===== config.mk =====
export PLATFORM = sky130hd
export DESIGN_NAME = tictactoe_game_ctrl
export DESIGN_NICKNAME = d
export VERILOG_FILES = /design/src/rtl/tictactoe_pkg.sv /design/src/rtl/button_conditioner.sv /design/src/rtl/tictactoe_game_ctrl.sv
export SDC_FILE = /design/constraint.sdc
export NUM_CORES = 1
export LEC_CHECK = 0
export ABC_AREA = 1
export ABC_CLOCK_PERIOD_IN_PS = 6500
export BUFFER_PORTS_ARGS = -buffer_cell sky130_fd_sc_hd__buf_2
export CAP_MARGIN = 10
export CORE_MARGIN = 2
export CORE_UTILIZATION = 50
export CTS_CLUSTER_DIAMETER = 120
export DETAILED_ROUTE_END_ITERATION = 16
export GPL_TIMING_DRIVEN = 0
export PLACE_DENSITY = 0.74
export SLEW_MARGIN = 20
export SYNTH_ARGS = -nofsm -noshare
export SYNTH_HDL_FRONTEND = slang
export SYNTH_SLANG_ARGS = --single-unit

===== constraint.sdc =====
create_clock -name clk -period 6.5 [get_ports clk]
set_input_delay 1.3 -clock clk [delete_from_list [all_inputs] [get_ports clk]]
set_output_delay 1.3 -clock clk [all_outputs]
set_load 0.005 [all_outputs]

===== src/rtl/tictactoe_pkg.sv =====
// Shared types, winning-line table and board helper functions for the
// TicTacToe game-state controller.
package tictactoe_pkg;

   typedef enum logic [1:0] {
      EMPTY = 2'b00,
      X     = 2'b01,
      O     = 2'b10
   } cell_t;

   typedef enum logic [1:0] {
      PLAY  = 2'b00,
      CHECK = 2'b01,
      WIN   = 2'b10,
      DRAW  = 2'b11
   } gstate_t;

   localparam int NUM_CELLS = 9;
   localparam int NUM_LINES = 8;

   // Line order matches the win_line bit order: rows, columns, then diagonals.
   localparam logic [3:0] WIN_LINES [0:7][0:2] = '{
      '{4'd0, 4'd1, 4'd2},
      '{4'd3, 4'd4, 4'd5},
      '{4'd6, 4'd7, 4'd8},
      '{4'd0, 4'd3, 4'd6},
      '{4'd1, 4'd4, 4'd7},
      '{4'd2, 4'd5, 4'd8},
      '{4'd0, 4'd4, 4'd8},
      '{4'd2, 4'd4, 4'd6}
   };

   // Extract the two-bit mark stored for one cell.
   function automatic cell_t cell_at(input logic [17:0] b, input logic [3:0] idx);
      return cell_t'(b[{idx, 1'b0} +: 2]);
   endfunction

   // Lowest-index empty cell; returns 0 when the board is full (never used then).
   function automatic logic [3:0] first_empty(input logic [17:0] b);
      logic [3:0] idx;
      idx = 4'd0;
      for (int i = NUM_CELLS - 1; i >= 0; i--) begin
         if (cell_at(b, 4'(i)) == EMPTY) begin
            idx = 4'(i);
         end else begin
            idx = idx;
         end
      end
      return idx;
   endfunction

   // One bit per line that is completely filled with the given mark.
   function automatic logic [7:0] line_hits(input logic [17:0] b, input cell_t mark);
      logic [7:0] hits;
      hits = 8'd0;
      for (int l = 0; l < NUM_LINES; l++) begin
         hits[l] = (cell_at(b, WIN_LINES[l][0]) == mark) &&
                   (cell_at(b, WIN_LINES[l][1]) == mark) &&
                   (cell_at(b, WIN_LINES[l][2]) == mark);
      end
      return hits;
   endfunction

endpackage


===== src/rtl/button_conditioner.sv =====
// Two-flop synchronizer followed by a rising-edge detector: one clock-wide
// pulse per press, no matter how long the button is held.
module button_conditioner (
   input  logic clk,
   input  logic rst,
   input  logic btn_in,
   output logic pulse
);

   logic ff1_q;
   logic ff2_q;
   logic ff3_q;

   // Synchronize the raw pin and keep one extra stage for edge detection.
   always_ff @(posedge clk or negedge rst) begin
      if (!rst) begin
         ff1_q <= 1'b0;
         ff2_q <= 1'b0;
         ff3_q <= 1'b0;
      end else begin
         ff1_q <= btn_in;
         ff2_q <= ff1_q;
         ff3_q <= ff2_q;
      end
   end

   assign pulse = ff2_q & ~ff3_q;

endmodule


===== src/rtl/tictactoe_game_ctrl.sv =====
// TicTacToe game-state controller: conditions the three buttons, owns the
// board, cursor, turn and turn timer, and resolves win/draw. Every output
// comes straight from a register so the renderer sees a glitch-free board.
module tictactoe_game_ctrl
   import tictactoe_pkg::*;
#(
   parameter int unsigned TURN_TICKS = 500_000_000,
   parameter int unsigned TMR_W      = 29
) (
   input  logic        clk,
   input  logic        rst,
   input  logic        btn_next,
   input  logic        btn_place,
   input  logic        btn_new,
   output logic [17:0] board,
   output logic [3:0]  cursor,
   output logic        turn,
   output logic [1:0]  game_state,
   output logic [1:0]  winner,
   output logic [7:0]  win_line,
   output logic [3:0]  move_count
);

   localparam bit               TMR_EN   = (TURN_TICKS != 32'd0);
   localparam logic [TMR_W-1:0] TMR_LAST = TMR_W'(TURN_TICKS - 32'd1);

   logic next_p_s;
   logic place_p_s;
   logic new_p_s;

   button_conditioner u_btn_next (
      .clk    (clk),
      .rst    (rst),
      .btn_in (btn_next),
      .pulse  (next_p_s)
   );

   button_conditioner u_btn_place (
      .clk    (clk),
      .rst    (rst),
      .btn_in (btn_place),
      .pulse  (place_p_s)
   );

   button_conditioner u_btn_new (
      .clk    (clk),
      .rst    (rst),
      .btn_in (btn_new),
      .pulse  (new_p_s)
   );

   gstate_t          state_q,      state_d;
   logic [17:0]      board_q,      board_d;
   logic [3:0]       cursor_q,     cursor_d;
   logic             turn_q,       turn_d;
   logic [1:0]       winner_q,     winner_d;
   logic [7:0]       win_line_q,   win_line_d;
   logic [3:0]       move_count_q, move_count_d;
   logic [TMR_W-1:0] timer_q,      timer_d;

   cell_t            mark_s;
   logic [3:0]       empty_idx_s;
   logic [7:0]       hits_s;
   logic             timeout_s;
   logic             cur_empty_s;
   logic [TMR_W-1:0] timer_inc_s;

   // Helper terms shared by the next-state logic.
   always_comb begin
      mark_s      = turn_q ? O : X;
      empty_idx_s = first_empty(board_q);
      hits_s      = line_hits(board_q, mark_s);
      timeout_s   = TMR_EN && (timer_q == TMR_LAST);
      cur_empty_s = (cell_at(board_q, cursor_q) == EMPTY);
      if (TMR_EN) begin
         timer_inc_s = timer_q + TMR_W'(1);
      end else begin
         timer_inc_s = timer_q;
      end
   end

   // Game FSM: new > place > next, timeout auto-place, one-cycle line check.
   always_comb begin
      state_d      = state_q;
      board_d      = board_q;
      cursor_d     = cursor_q;
      turn_d       = turn_q;
      winner_d     = winner_q;
      win_line_d   = win_line_q;
      move_count_d = move_count_q;
      timer_d      = timer_q;

      if (new_p_s) begin
         state_d      = PLAY;
         board_d      = 18'd0;
         cursor_d     = 4'd4;
         turn_d       = 1'b0;
         winner_d     = 2'b00;
         win_line_d   = 8'd0;
         move_count_d = 4'd0;
         timer_d      = '0;
      end else begin
         case (state_q)
            PLAY: begin
               if (place_p_s) begin
                  if (cur_empty_s) begin
                     board_d[{cursor_q, 1'b0} +: 2] = mark_s;
                     move_count_d = move_count_q + 4'd1;
                     state_d      = CHECK;
                  end else if (timeout_s) begin
                     // The ignored press still consumed the timeout; restart the turn period.
                     timer_d = '0;
                  end else begin
                     timer_d = timer_inc_s;
                  end
               end else if (timeout_s) begin
                  board_d[{empty_idx_s, 1'b0} +: 2] = mark_s;
                  cursor_d     = empty_idx_s;
                  move_count_d = move_count_q + 4'd1;
                  state_d      = CHECK;
               end else begin
                  if (next_p_s) begin
                     cursor_d = (cursor_q == 4'd8) ? 4'd0 : cursor_q + 4'd1;
                  end else begin
                     cursor_d = cursor_q;
                  end
                  timer_d = timer_inc_s;
               end
            end
            CHECK: begin
               win_line_d = hits_s;
               if (|hits_s) begin
                  state_d  = WIN;
                  winner_d = mark_s;
               end else if (move_count_q == 4'd9) begin
                  state_d = DRAW;
               end else begin
                  turn_d  = ~turn_q;
                  timer_d = '0;
                  state_d = PLAY;
               end
            end
            WIN: begin
               state_d = WIN;
            end
            DRAW: begin
               state_d = DRAW;
            end
            default: begin
               state_d = PLAY;
            end
         endcase
      end
   end

   // Game state registers.
   always_ff @(posedge clk or negedge rst) begin
      if (!rst) begin
         state_q      <= PLAY;
         board_q      <= 18'd0;
         cursor_q     <= 4'd4;
         turn_q       <= 1'b0;
         winner_q     <= 2'b00;
         win_line_q   <= 8'd0;
         move_count_q <= 4'd0;
         timer_q      <= '0;
      end else begin
         state_q      <= state_d;
         board_q      <= board_d;
         cursor_q     <= cursor_d;
         turn_q       <= turn_d;
         winner_q     <= winner_d;
         win_line_q   <= win_line_d;
         move_count_q <= move_count_d;
         timer_q      <= timer_d;
      end
   end

   assign board      = board_q;
   assign cursor     = cursor_q;
   assign turn       = turn_q;
   assign game_state = state_q;
   assign winner     = winner_q;
   assign win_line   = win_line_q;
   assign move_count = move_count_q;

endmodule


==> results_dict.tcl <==
set metrics [dict create \
    layout_setup_ws_ns 3.67 \
    dp.cells 1062 \
    clock_latency_ns 0.40 \
    max_stage_delay_ns 0.44 \
    slew_viol_final 0 \
    nets 948 \
    syn-num-nets 893 \
    worstPathRequired_ns 6.82 \
    cts_setup_buffers 0 \
    maxCapViolCount 0 \
    use_met3_pct 4.74 \
    path_max_fanout 10 \
    via_per_inst 5.53 \
    grt_max_degree 52 \
    clockBufferDepth 2 \
    cts_buffers 9 \
    synthToLayoutAreaGrowth_pct 10.6 \
    clk_pin_slew_worst_paths_ns 0.11 \
    wirelength_mm 16.2 \
    seq_area_um2 1930 \
    port_buffers 43 \
    drc 0 \
    root_buffer "clkbuf_8" \
    grt_pass1_wl_mm 26.4 \
    slew_headroom_pct 59.2 \
    fill_cells 1113 \
    whs_ns 0.353 \
    place_congestion 0.989 \
    outcome "completed" \
    ys.warnings.count 0 \
    post_drt_wl_per_cell_um 15.0 \
    multi_input_area_um2 3170 \
    cellPowerDensity_nw_per_um2 285 \
    r2r_cells 20 \
    antenna_found_initial 0 \
    ys_ff_latch 77 \
    num_antenna_cells 0 \
    cts_tree "built" \
    drive_above_1_share_pct 8.74 \
    die_h_um 110 \
    leakagePower_nw 3.19 \
    gr-usage-met1_pct 41.2 \
    rows 38 \
    syn_area_um2 5610 \
    synth_area_per_cell_um2 6.39 \
    cp.depth 20 \
    dr_total_vias 5964 \
    postRouteAntennaNets 0 \
    rsz0062_at_grt "no" \
    path_common_cell "nand2_1" \
    worstHoldPathCells 0 \
    cp_top_family "simple AND/OR/NAND/NOR gates" \
    grtUsageMet2_pct 42.5 \
    clkSinkCount 77 \
    path_cells "inv_1 > nand2_1 > nand2_1 > nand2_1 > nand2_1 > nand2_1 > nand2_1 > nand2_1 > nand2_1 > buf_2 > ha_1 > inv_1 > nand3_1 > nand2_1 > inv_1 > nor2_1 > nand3_1 > nand2_1 > nand2_1 > o21ai_0" \
    finClkSkew_ns 0.0260 \
    die_w_um 110 \
    report.final.hold_viol_count 0 \
    grt.total_usage_pct 28.6 \
    grt-ovfl-total 0 \
    synthCells 878 \
    yosysTopAreaCell "dfrtp_1" \
    coreArea_um2 10900 \
    cp_data_arrival_time_ns 3.15 \
    hold_buffers 0 \
    finalNonFillerCells 1078 \
    cts_resized 0 \
    netlist_top_cells_area "dfrtp_1 (34%), nand2_1 (18%), nand3_1 (8.6%)" \
    setup_tns_ns 0 \
    worstMarginPinSlew_ns 0.605 \
    hp-class "register to register" \
    setup-violations-final 0 \
    pre_cts_slack_ns 3.74 \
    dieArea_um2 12100 \
    final.min_clock_period_ns 2.83 \
    fmax_ghz 0.353 \
    drt_first_pass_iters 6 \
    start_util_pct 51.6 \
    top_usage_layer "met2" \
    path_buf_inv 4 \
    ios 44 \
    critPathKind "register to register" \
    synth_seq_area_share_pct 34.4 \
    drt_iter0_drc 469 \
    grt_pass1_vias 5470 \
    ir_worst_vdd_mv 0.211 \
    crit_slowest_cell "nor2_1" \
    synth_top_cell_area_share_pct 33.9 \
    dpl.hpwl_mm 12.6 \
    htree_levels 3 \
    cp-start-kind "register" \
    synth.distinct_cells 38 \
    min_period_over_period_pct 43.6 \
    crit_path_end_kind "register" \
]
## path summary, 6_finish.rpt
kind | from | slack [ns] | end
worst max-delay path | board[12] | 3.67 | board[15]
worst min-delay path | u_btn_next.ff1_q | 0.35 | u_btn_next.ff2_q
worst max register to register | board[12] | 3.67 | board[15]
worst min register to register | u_btn_next.ff1_q | 0.35 | u_btn_next.ff2_q
max in group asynchronous | rst | 5.09 | win_line[4]
min in group asynchronous | rst | 0.82 | board[11]
## cell families after synthesis
| family | share of synthesized area [%] |
|---|---|
| compound gates | 8.49 |
| xor+xnor | 3.59 |
| fa+ha+maj | 2.23 |
| buf+inv | 9.25 |
| flops | 34.4 |
| simple gates | 42.1 |
## routing by layer
metal,up-vias,routed length [um]
met5,-,0
met4,0,406
met3,36,1130
met2,215,6950
met1,2770,7710
li1,2943,-
## where the power goes
part / switching [W] / internal [W] / leakage [nW]
clock: 0.000201 / 0.000141 / 0.0833
combinational: 0.000587 / 0.000239 / 2.07
sequential: 0.0000731 / 0.000532 / 1.03
total: 0.000860 / 0.000912 / 3.19
## stage by stage
stage	total power (W)	instance area [um2]	utilization (%)
final	0.00177	6210	57.0
after global routing	0.00191	6210	57.0
after floorplan	0.00116	5610	-
after CTS	0.00176	6210	57.0
after global placement	0.00141	6000	55.1
after detailed placement	0.00142	6030	55.4
## synthesized netlist by cell type
cell	count
o21ai_0	45
buf_2	7
ha_1	10
a21oi_2	1
o31ai_1	1
o21bai_1	5
a21boi_0	1
nor3_1	39
inv_2	4
clkbuf_1	15
xnor2_1	7
nor2_1	111
o22ai_1	3
nand3_1	97
buf_6	3
nand3_2	1
a21oi_1	20
buf_4	1
nand2_1	267
nand3b_1	2
nor3b_1	5
nor4_1	4
dfrtp_1	76
a31oi_1	1
a22oi_1	2
nor3_2	2
clkinv_1	1
nand4_1	20
inv_1	97
xor2_1	16
nor2_4	1
nor2_2	2
dfstp_2	1
o211ai_1	3
buf_1	1
and3_1	1
o21a_1	1
o21ai_1	4
## cell usage in the layout (no fill, tap or decap), types with 3 or more instances in the layout
| cell | n |
|---|---|
| nand2_1 | 267 |
| nor2_1 | 111 |
| inv_1 | 97 |
| nand3_1 | 97 |
| dfrtp_1 | 76 |
| buf_2 | 49 |
| o21ai_0 | 45 |
| nor3_1 | 39 |
| a21oi_1 | 20 |
| nand4_1 | 20 |
| clkbuf_1 | 16 |
| xor2_1 | 16 |
| ha_1 | 10 |
| clkbuf_8 | 9 |
| xnor2_1 | 7 |
| o21bai_1 | 5 |
| nor3b_1 | 5 |
| inv_2 | 4 |
| o21ai_1 | 4 |
| nor4_1 | 4 |
| buf_6 | 3 |
| o211ai_1 | 3 |
| o22ai_1 | 3 |
## sequential cells by signal, indices dropped and copies added, names as in the netlist
signal             cells
u_btn_place.ff3_q      1
u_btn_new.ff1_q        1
u_btn_next.ff3_q       1
game_state             2
winner                 2
u_btn_next.ff2_q       1
win_line               8
timer_q               29
u_btn_new.ff3_q        1
u_btn_new.ff2_q        1
board                 18
move_count             4
u_btn_place.ff2_q      1
u_btn_next.ff1_q       1
u_btn_place.ff1_q      1
cursor                 4
turn                   1
## cell type report
type                            instances  area share, %
Sequential cell                        77           31.1
Multi-Input combinational cell        672           51.0
Tap cell                              140           2.82
Clock inverter                          6          0.746
Buffer                                 27           2.20
Inverter                              102           6.17
Timing Repair Buffer                   44           3.95
Clock buffer                           10           2.06
No activity file was read; power rests on OpenSTA's default activity.
